[src/rtl/cache_trace_feeder.sv]
// Trace replay stage: buffers {op, addr} entries from a host loader and issues
// them to the cache over valid/ready, with a fixed idle gap after each request.
module cache_trace_feeder #(
    parameter int ADDR_W = 48,
    parameter int DEPTH  = 32,
    parameter int CNT_W  = 12,
    parameter int GAP_W  = 4,
    localparam int PTR_W = $clog2(DEPTH),
    localparam int LVL_W = PTR_W + 1
) (
    input  logic              clk,
    input  logic              reset,
    input  logic              load_valid,
    output logic              load_ready,
    input  logic [ADDR_W-1:0] load_addr,
    input  logic              load_op,
    input  logic              start,
    input  logic              abort,
    input  logic [GAP_W-1:0]  gap,
    output logic              req_valid,
    input  logic              req_ready,
    output logic [ADDR_W-1:0] req_addr,
    output logic              req_op,
    output logic              busy,
    output logic              done,
    output logic [CNT_W-1:0]  issued_count,
    output logic [LVL_W-1:0]  level
);

    typedef enum logic [1:0] {S_IDLE, S_RUN, S_GAP} state_t;

    state_t             state_q, state_d;
    logic [ADDR_W:0]    mem_q [DEPTH];
    logic [PTR_W-1:0]   wr_ptr_q, wr_ptr_d, rd_ptr_q, rd_ptr_d;
    logic [LVL_W-1:0]   level_q, level_d;
    logic [GAP_W-1:0]   gap_q, gap_d, gap_cnt_q, gap_cnt_d;
    logic [CNT_W-1:0]   issued_q, issued_d;
    logic [ADDR_W:0]    head;
    logic               full, push, pop;

    always_comb begin
        full       = (level_q == LVL_W'(DEPTH));
        load_ready = !full;
        req_valid  = (state_q == S_RUN) && (level_q != '0);
        push       = load_valid && !full;
        pop        = req_valid && req_ready;
        head       = mem_q[rd_ptr_q];
        // Head is masked so the cache port sees zeros whenever nothing is offered.
        req_addr     = req_valid ? head[ADDR_W-1:0] : '0;
        req_op       = req_valid & head[ADDR_W];
        busy         = (state_q != S_IDLE);
        issued_count = issued_q;
        level        = level_q;
    end

    always_comb begin
        state_d   = state_q;
        wr_ptr_d  = wr_ptr_q;
        rd_ptr_d  = rd_ptr_q;
        level_d   = level_q;
        gap_d     = gap_q;
        gap_cnt_d = gap_cnt_q;
        issued_d  = issued_q;
        done      = 1'b0;
        if (abort) begin
            state_d  = S_IDLE;
            wr_ptr_d = '0;
            rd_ptr_d = '0;
            level_d  = '0;
        end else begin
            if (push) wr_ptr_d = wr_ptr_q + PTR_W'(1);
            if (pop)  rd_ptr_d = rd_ptr_q + PTR_W'(1);
            level_d = level_q + LVL_W'(push) - LVL_W'(pop);
            unique case (state_q)
                S_IDLE: begin
                    if (start && (level_q != '0)) begin
                        state_d  = S_RUN;
                        gap_d    = gap;
                        issued_d = '0;
                    end
                end
                S_RUN: begin
                    if (pop) begin
                        issued_d = issued_q + CNT_W'(1);
                        if ((level_q == LVL_W'(1)) && !push) begin
                            done    = 1'b1;
                            state_d = S_IDLE;
                        end else if (gap_q != '0) begin
                            state_d   = S_GAP;
                            gap_cnt_d = gap_q;
                        end
                    end
                end
                S_GAP: begin
                    gap_cnt_d = gap_cnt_q - GAP_W'(1);
                    if (gap_cnt_q == GAP_W'(1)) state_d = S_RUN;
                end
                default: state_d = S_IDLE;
            endcase
        end
    end

    always_ff @(posedge clk or negedge reset) begin
        if (!reset) begin
            state_q   <= S_IDLE;
            wr_ptr_q  <= '0;
            rd_ptr_q  <= '0;
            level_q   <= '0;
            gap_q     <= '0;
            gap_cnt_q <= '0;
            issued_q  <= '0;
        end else begin
            state_q   <= state_d;
            wr_ptr_q  <= wr_ptr_d;
            rd_ptr_q  <= rd_ptr_d;
            level_q   <= level_d;
            gap_q     <= gap_d;
            gap_cnt_q <= gap_cnt_d;
            issued_q  <= issued_d;
        end
    end

    // Storage needs no reset: occupancy is tracked by level_q and outputs are masked.
    always_ff @(posedge clk) begin
        if (push && !abort) mem_q[wr_ptr_q] <= {load_op, load_addr};
    end

endmodule

[config.mk]
export PLATFORM = sky130hd
export DESIGN_NAME = cache_trace_feeder
export DESIGN_NICKNAME = d
export VERILOG_FILES = /design/src/rtl/cache_trace_feeder.sv
export SDC_FILE = /design/constraint.sdc
export NUM_CORES = 1
export LEC_CHECK = 0
export CORE_MARGIN = 2
export CORE_UTILIZATION = 55
export CTS_CLUSTER_DIAMETER = 40
export DETAILED_ROUTE_END_ITERATION = 10
export GPL_TIMING_DRIVEN = 1
export HOLD_SLACK_MARGIN = 0.15
export PLACE_DENSITY = 0.71
export SLEW_MARGIN = 20
export SYNTH_ARGS = -nofsm -noshare
export SYNTH_HDL_FRONTEND = slang
export SYNTH_SLANG_ARGS = --single-unit
[constraint.sdc]
create_clock -name clk -period 9.4 [get_ports clk]
set_input_delay 1.88 -clock clk [delete_from_list [all_inputs] [get_ports clk]]
set_output_delay 1.88 -clock clk [all_outputs]
set_load 0.1 [all_outputs]
# == Word-level counts from Yosys, hierarchy flattened ==
# Memory sizes are Yosys's and may differ from the RTL's.
# Index checks and enable logic that the tools add are counted.
# word_totals
ff_bits,38
mem_bits_rw,1568
wordCells,76
n_memories,1
# classes
add_sub_neg,6
n_eq_ne,13
muxes,26
bitwise_logic,2
n_reduce_logical,21
# memory_table
memory,words,width,rd,rd_ports_with_merged_regs,write_ports,line,text
mem_q,32,49,1,0,1,33,logic [ADDR_W:0] mem_q [DEPTH];
# op_table
op,count
$mux 48,1
$mux 12,2
$pmux 12 s2,1
$mux 5,4
$add 12x1->12 const B,1
$mux 2,6
$mux 4,3
$add 5x1->5 const B,2
$reduce_bool 2->1,5
$ne 3x3->1 const B,3
$pmux 4 s2,1
$reduce_and 4->1,2
$add 6x1->6,1
$eq 6x1->1 const B,1
$eq 6x6->1 const B,1
$logic_and 1x1->1,6
$mux 1,6
$mux 6,1
$ne 2x2->1 const B,3
$pmux 2 s3,1
$reduce_bool 6->1,1
$sub 6x1->6,1
$reduce_and 5->1,1
$eq 4x1->1 const B,1
other kinds (11),13

# == Longest topological paths before layout ==
# Gate-level depths: netlist (run 1).
# depth
word_depth,9
depth_mapped,13

# == Worst setup path after synthesis (run 1) ==
# No wires, ideal clock.
# synth_timing
path_kind,input-to-output
start,in req_ready
end,out done
arrival_time_ns,4.640
required_time_ns,7.520
slack_ns,2.880
path_stages,5
path_cell_list,and3b_1 -> clkbuf_1 -> nand3_1 -> clkbuf_1 -> nor3_1
# synth_between
elab_chain_len,4
# synth_lines
element,line,text
"start, declared",21,"input logic req_ready,"
$logic_and 1x1->1,46,pop = req_valid && req_ready;
$mux 1,83,if (pop) begin
$mux 1,74,unique case (state_q)
$mux 1,65,if (abort) begin
"end, declared",25,"output logic done,"
# No other way between the ends.

# == Final worst setup path (run 1) ==
# layout_timing
start,reg rd_ptr_q[1]
end,out req_addr[14]
# layout_between
elab_chain_len,2
# layout_lines
element,line,text
"start, declared",34,"logic [PTR_W-1:0] wr_ptr_q, wr_ptr_d, rd_ptr_q, rd_ptr_d;"
"start signal, assigned",115,rd_ptr_q <= rd_ptr_d;
$mem_v2 32x49,--,
$mux 48,49,req_addr = req_valid ? head[ADDR_W-1:0] : '0;
"end, declared",22,"output logic [ADDR_W-1:0] req_addr,"
# No other way between the ends.

==> impl_metrics.tcl, run 1 <==
set metrics [dict create \
    status "finished clean" \
    powerDensity_mw_per_mm2 242 \
    skew_ns 0.0313 \
    ys_types 60 \
    io_pins 130 \
    slew_viol_final 0 \
    setup_viol 0 \
    yosysTopAreaCellShare 0.760 \
    grt_usage 0.254 \
    die_height_um 340 \
    synth-main-ff-cell "edfxtp_1" \
    synth_cells 2869 \
    arrival_ns 5.57 \
    endpoint_kind "primary output" \
    ys_seq_area_frac 0.775 \
    die_x_um 340 \
    critPathRequiredTime_ns 7.52 \
    post-synth-top-count-cell "edfxtp_1" \
    fin_util 0.630 \
    finalCriticalPeriod_ns 7.45 \
    row_count 123 \
    placed_area_mm2 0.0651 \
    cts.reportedPaths.clkPinSlew_ns 0.06 \
    post-route-period-util 0.793 \
    criticalPathCategory "reg -> out" \
    ys_warn_count 0 \
    routed_wl_um 145000 \
    insertion_delay_ns 0.78 \
    cts_root_buf "clkbuf_16" \
    cap_violations 0 \
    numClockSinks 1606 \
    cts_setup_buffers 0 \
    yosys.area.top_type "edfxtp_1" \
    vias 30800 \
    avgSynthCellArea_um2 21.6 \
    startpoint_type "register" \
    hold_class "reg -> reg" \
    finalNetCount 3137 \
    antenna_left 0 \
    first_pass_iters 5 \
    dpl_worst_slack_ns 2.45 \
    synth-edff-count 1568 \
    grt-ovfl-total 0 \
    critPathMaxFanout 59 \
    clk_path_buf_depth 3 \
    cts_resized 0 \
    numCtsBuffers 171 \
    synth_commonest_cells "1568 x edfxtp_1, 294 x mux4_2, 201 x mux2i_1" \
    area_growth_pct 14.0 \
    syn_nets 2945 \
    fin_area_mm2 0.0707 \
    ys_ff_latch 1606 \
    htreeDepth 4 \
    timing.fmax_mhz 134 \
    grt_pass1_vias 31700 \
    antenna_found_initial 2 \
    ir_drop_v 0.000168 \
    grt_pass1_wl_um 213000 \
    wire_per_inst_um 30.9 \
    tns_ns 0 \
    syn_area_mm2 0.0620 \
    tightest_slew_ns 1.12 \
    start_util 0.553 \
    cts_hold_buf 0 \
    hold_violations 0 \
    drc 0 \
    setup_ws_ns 1.95 \
    core_mm2 0.112 \
    viasPerCell 6.56 \
    tritoncts "done" \
    drive_gt1_frac 0.225 \
    gp_congestion 0.790 \
    grt_setup_unrepaired "no" \
    synth_area_leaders "edfxtp_1 76%, mux4_2 11%, mux2i_1 3.2%, dfrtp_1 1.5%, a2111oi_2 1.2%" \
    async_flop_share 0.0237 \
    hpwl_um 72300 \
    portBuffers 129 \
    diodes 0 \
    grt_max_degree 104 \
    drt-initial-drc-count 3412 \
    power.leakage_uw 0.0214 \
    slew_headroom 0.251 \
    die_area_mm2 0.115 \
]
## worst max-delay path, cell delays in order, from the launching register on
cell and delay, ns:
dfrtp_4 0.82, buf_4 0.85, nand3_4 0.11, buf_4 0.47, o221ai_1 0.35, a21oi_1 0.07
a211oi_1 0.80, clkdlybuf4s50_1 1.29
## registers in the layout (all words and copies together), names as in the netlist
signal / cells
wr_ptr_q: 5
gap_cnt_q: 4
mem_q: 1568
level: 6
issued_count: 12
gap_q: 4
rd_ptr_q: 5
state_q: 2
## worst paths after layout
check	slack, ns	depth (start not counted)	start	to
max in group asynchronous	7.50	1	reset	rd_ptr_q[1]
min in group asynchronous	1.24	1	reset	issued_count[11]
worst min register to register	0.53	2	gap_q[2]	gap_q[2]
worst min-delay path	0.53	2	gap_q[2]	gap_q[2]
worst max-delay path	1.95	7	rd_ptr_q[1]	req_addr[14]
worst max register to register	5.33	7	level[2]	mem_q[8][43]
## cell type report
class | count | area (µm²)
sequential | 1606 | 48100
fill | 7364 | 41500
multi-input combinational | 1074 | 13300
clock buffer | 202 | 4480
tap | 1500 | 1880
timing repair buffer | 193 | 1840
clock inverter | 107 | 1100
inverter | 15 | 56.3
## kinds of logic (layout without fill, tap and decap cells)
family / Yosys count / in the layout / synth area share
xor+xnor: 12 / 12 / 0.00170
simple gates: 160 / 160 / 0.0129
fa+ha+maj: 17 / 17 / 0.00355
compound gates: 390 / 390 / 0.0520
buf+inv: 189 / 517 / 0.0156
mux: 495 / 495 / 0.139
flops: 1606 / 1606 / 0.775
## power breakdown
| group | switching [µW] | leakage (µW) | internal (µW) |
|---|---|---|---|
| Clock | 2770 | 0.00270 | 3830 |
| Combinational | 1540 | 0.00407 | 913 |
| Sequential | 85.5 | 0.0146 | 7960 |
## per-layer routing
layer  GRT usage  vias to the layer above  share of wire  wire length [µm]
met5           0                        -        0.00010                15
met4      0.0820                        2          0.028              4000
met3      0.0426                      283          0.084             12200
met2       0.415                     1527           0.50             72400
met1       0.354                    16400           0.39             56700
li1            -                    12600              -                 -
## per-stage QoR
stage | power (µW) | std cells | hold slack (ns)
2_1_floorplan | 10100 | 2869 | 0.469
3_3_place_gp | 10600 | 4386 | 0.514
3_5_place_dp | 10700 | 4387 | 0.507
4_1_cts | 17200 | 4696 | 0.535
5_1_grt | 17600 | 4697 | 0.563
6_report | 17100 | 4697 | 0.535
## layout by cell type, fill, tap and decap left out, types with 20 or more instances in the layout
cell / netlist / final
nor2_4: 0 / 33
a22oi_1: 48 / 48
o22ai_1: 52 / 52
clkdlybuf4s50_1: 0 / 122
clkinv_2: 0 / 27
dfrtp_1: 38 / 34
clkinv_1: 0 / 20
nand2_1: 35 / 34
mux2i_1: 201 / 201
a211oi_1: 54 / 54
a21oi_1: 56 / 56
buf_4: 33 / 55
clkbuf_1: 94 / 27
a22o_1: 51 / 51
a2111oi_2: 49 / 49
o221ai_1: 49 / 49
clkbuf_16: 0 / 175
mux4_2: 294 / 294
edfxtp_1: 1568 / 1568
Note: power is estimated with default switching activity, not from simulation.
==> run 2: changes to the inputs <==
--- a/config.mk
+++ b/config.mk
@@ -11,7 +11,7 @@
 export DETAILED_ROUTE_END_ITERATION = 10
 export GPL_TIMING_DRIVEN = 1
 export HOLD_SLACK_MARGIN = 0.15
-export PLACE_DENSITY = 0.71
+export PLACE_DENSITY = 0.74
 export SLEW_MARGIN = 20
 export SYNTH_ARGS = -nofsm -noshare
 export SYNTH_HDL_FRONTEND = slang
==> constraint.sdc (replaced) <==
create_clock -name clk -period 6.7 [get_ports clk]
set_input_delay 1.34 -clock clk [delete_from_list [all_inputs] [get_ports clk]]
set_output_delay 1.34 -clock clk [all_outputs]
set_load 0.1 [all_outputs]
==> impl_metrics.tcl, run 2 (synthesized netlist as in run 1, its figures left out) <==
set metrics [dict create \
    clk_path_buf_depth 3 \
    timing.fmax_mhz 162 \
    cts_hold_buf 0 \
    grt_pass1_wl_um 215000 \
    numCtsBuffers 170 \
    endpoint_kind "primary output" \
    timing.rr.end "mem_q[28][24]" \
    hp-start "gap_q[3]" \
    grt_max_degree 97 \
    cts_setup_buffers 0 \
    ir_drop_v 0.000306 \
    drt-initial-drc-count 4176 \
    whs_ns 0.554 \
    tightest_slew_ns 1.17 \
    die_height_um 340 \
    io_pins 130 \
    die_area_mm2 0.115 \
    grt_setup_unrepaired "no" \
    cts.reportedPaths.clkPinSlew_ns 0.06 \
    first_pass_iters 6 \
    hold_class "reg -> reg" \
    power.leakage_uw 0.0217 \
    hpwl_um 74500 \
    hold_violations 0 \
    finalNetCount 3152 \
    fin_util 0.633 \
    powerDensity_mw_per_mm2 342 \
    insertion_delay_ns 0.80 \
    fin_area_mm2 0.0711 \
    post-route-period-util 0.924 \
    viasPerCell 6.59 \
    wire_per_inst_um 31.5 \
    antenna_left 0 \
    start_util 0.553 \
    core_mm2 0.112 \
    grt_pass1_vias 31400 \
    grt_usage 0.258 \
    portBuffers 129 \
    antenna_found_initial 5 \
    holdPathStages 2 \
    die_x_um 340 \
    mostFrequentLayoutCell "edfxtp_1" \
    slew_viol_final 0 \
    criticalPathCategory "reg -> out" \
    row_count 123 \
    cts_resized 0 \
    setup_viol 0 \
    htreeDepth 4 \
    top_register "mem_q" \
    slew_headroom 0.218 \
    startpoint_type "register" \
    drive_gt1_frac 0.243 \
    ff2ff_path_depth 7 \
    gp_congestion 0.792 \
    grt-ovfl-total 0 \
    area_growth_pct 14.6 \
    r2r_start "level[2]" \
    critPathMaxFanout 40 \
    skew_ns 0.0363 \
    r2r_slack_ns 2.99 \
    vias 31100 \
    arrival_ns 4.85 \
    critPathRequiredTime_ns 5.36 \
    finalCriticalPeriod_ns 6.19 \
    numClockSinks 1606 \
    cap_violations 0 \
    status "finished clean" \
    final_cell_mix "1568 x edfxtp_1, 294 x mux4_2, 201 x mux2i_1" \
    hold_path_end "gap_q[3]" \
    drc 0 \
    cts_root_buf "clkbuf_16" \
    largest_reg_flops 1568 \
    placed_area_mm2 0.0653 \
    tns_ns 0 \
    tritoncts "done" \
    routed_wl_um 149000 \
]
## run 2: changes by cell type in the layout (fill, tap and decap cells not counted), moves of 3 or more
cell | previous run | this run
clkinv_4 | 14 | 8
bufinv_16 | 14 | 22
buf_4 | 55 | 105
diode_2 | 0 | 3
buf_12 | 6 | 20
clkinvlp_4 | 12 | 6
clkdlybuf4s50_1 | 122 | 79
clkinv_8 | 3 | 7
inv_6 | 12 | 9
clkinv_2 | 27 | 31
## run 2: how the worst max path moves through the flow
stage / depth (start not counted) / slack, ns / start / to
after global routing: 5 / 0.42 / rd_ptr_q[2] / req_op
after detailed placement: 5 / 1.28 / rd_ptr_q[2] / req_op
after CTS: 5 / 0.41 / rd_ptr_q[2] / req_op
after floorplan: 7 / 0.99 / level[4] / req_addr[0]
final: 5 / 0.51 / rd_ptr_q[2] / req_op
after global placement: 5 / 1.32 / rd_ptr_q[2] / req_op
## run 2: per-layer routing
layer  GRT usage  vias to the layer above  wire length [µm]
li1            -                    12700                 -
met1       0.356                    16400             55900
met2       0.422                     1758             73900
met3      0.0455                      314             14200
met4      0.0890                        4              4680
met5           0                        -                23
## run 2: worst max-delay path: stages, from the launching register on
cell and delay, ns:
dfrtp_4 0.82, nand3b_1 0.81, o221ai_1 0.47, a21oi_1 0.08, a211oi_1 0.60, clkdlybuf4s50_1 1.28
## run 2: where the power goes
part	internal (µW)	total, µW	switching (µW)
sequential	11200	11300	122
clock	5680	9590	3910
combinational	1260	3450	2190
## run 2: through the flow
stage	cells	setup WS (ns)	power (µW)
global placement	4404	1.32	14900
global route	4715	0.423	25000
finish	4717	0.511	24300
detailed placement	4404	1.28	14900
floorplan	2869	0.994	14100
CTS	4714	0.408	24500
## run 2: layout make-up
type | instances | area (µm²)
Sequential cell | 1606 | 48100
Fill cell | 7149 | 41100
Multi-Input combinational cell | 1074 | 13300
Clock buffer | 200 | 4470
Timing Repair Buffer | 209 | 2000
Tap cell | 1500 | 1880
Clock inverter | 110 | 1320
Inverter | 15 | 56.3
Antenna cell | 3 | 7.51
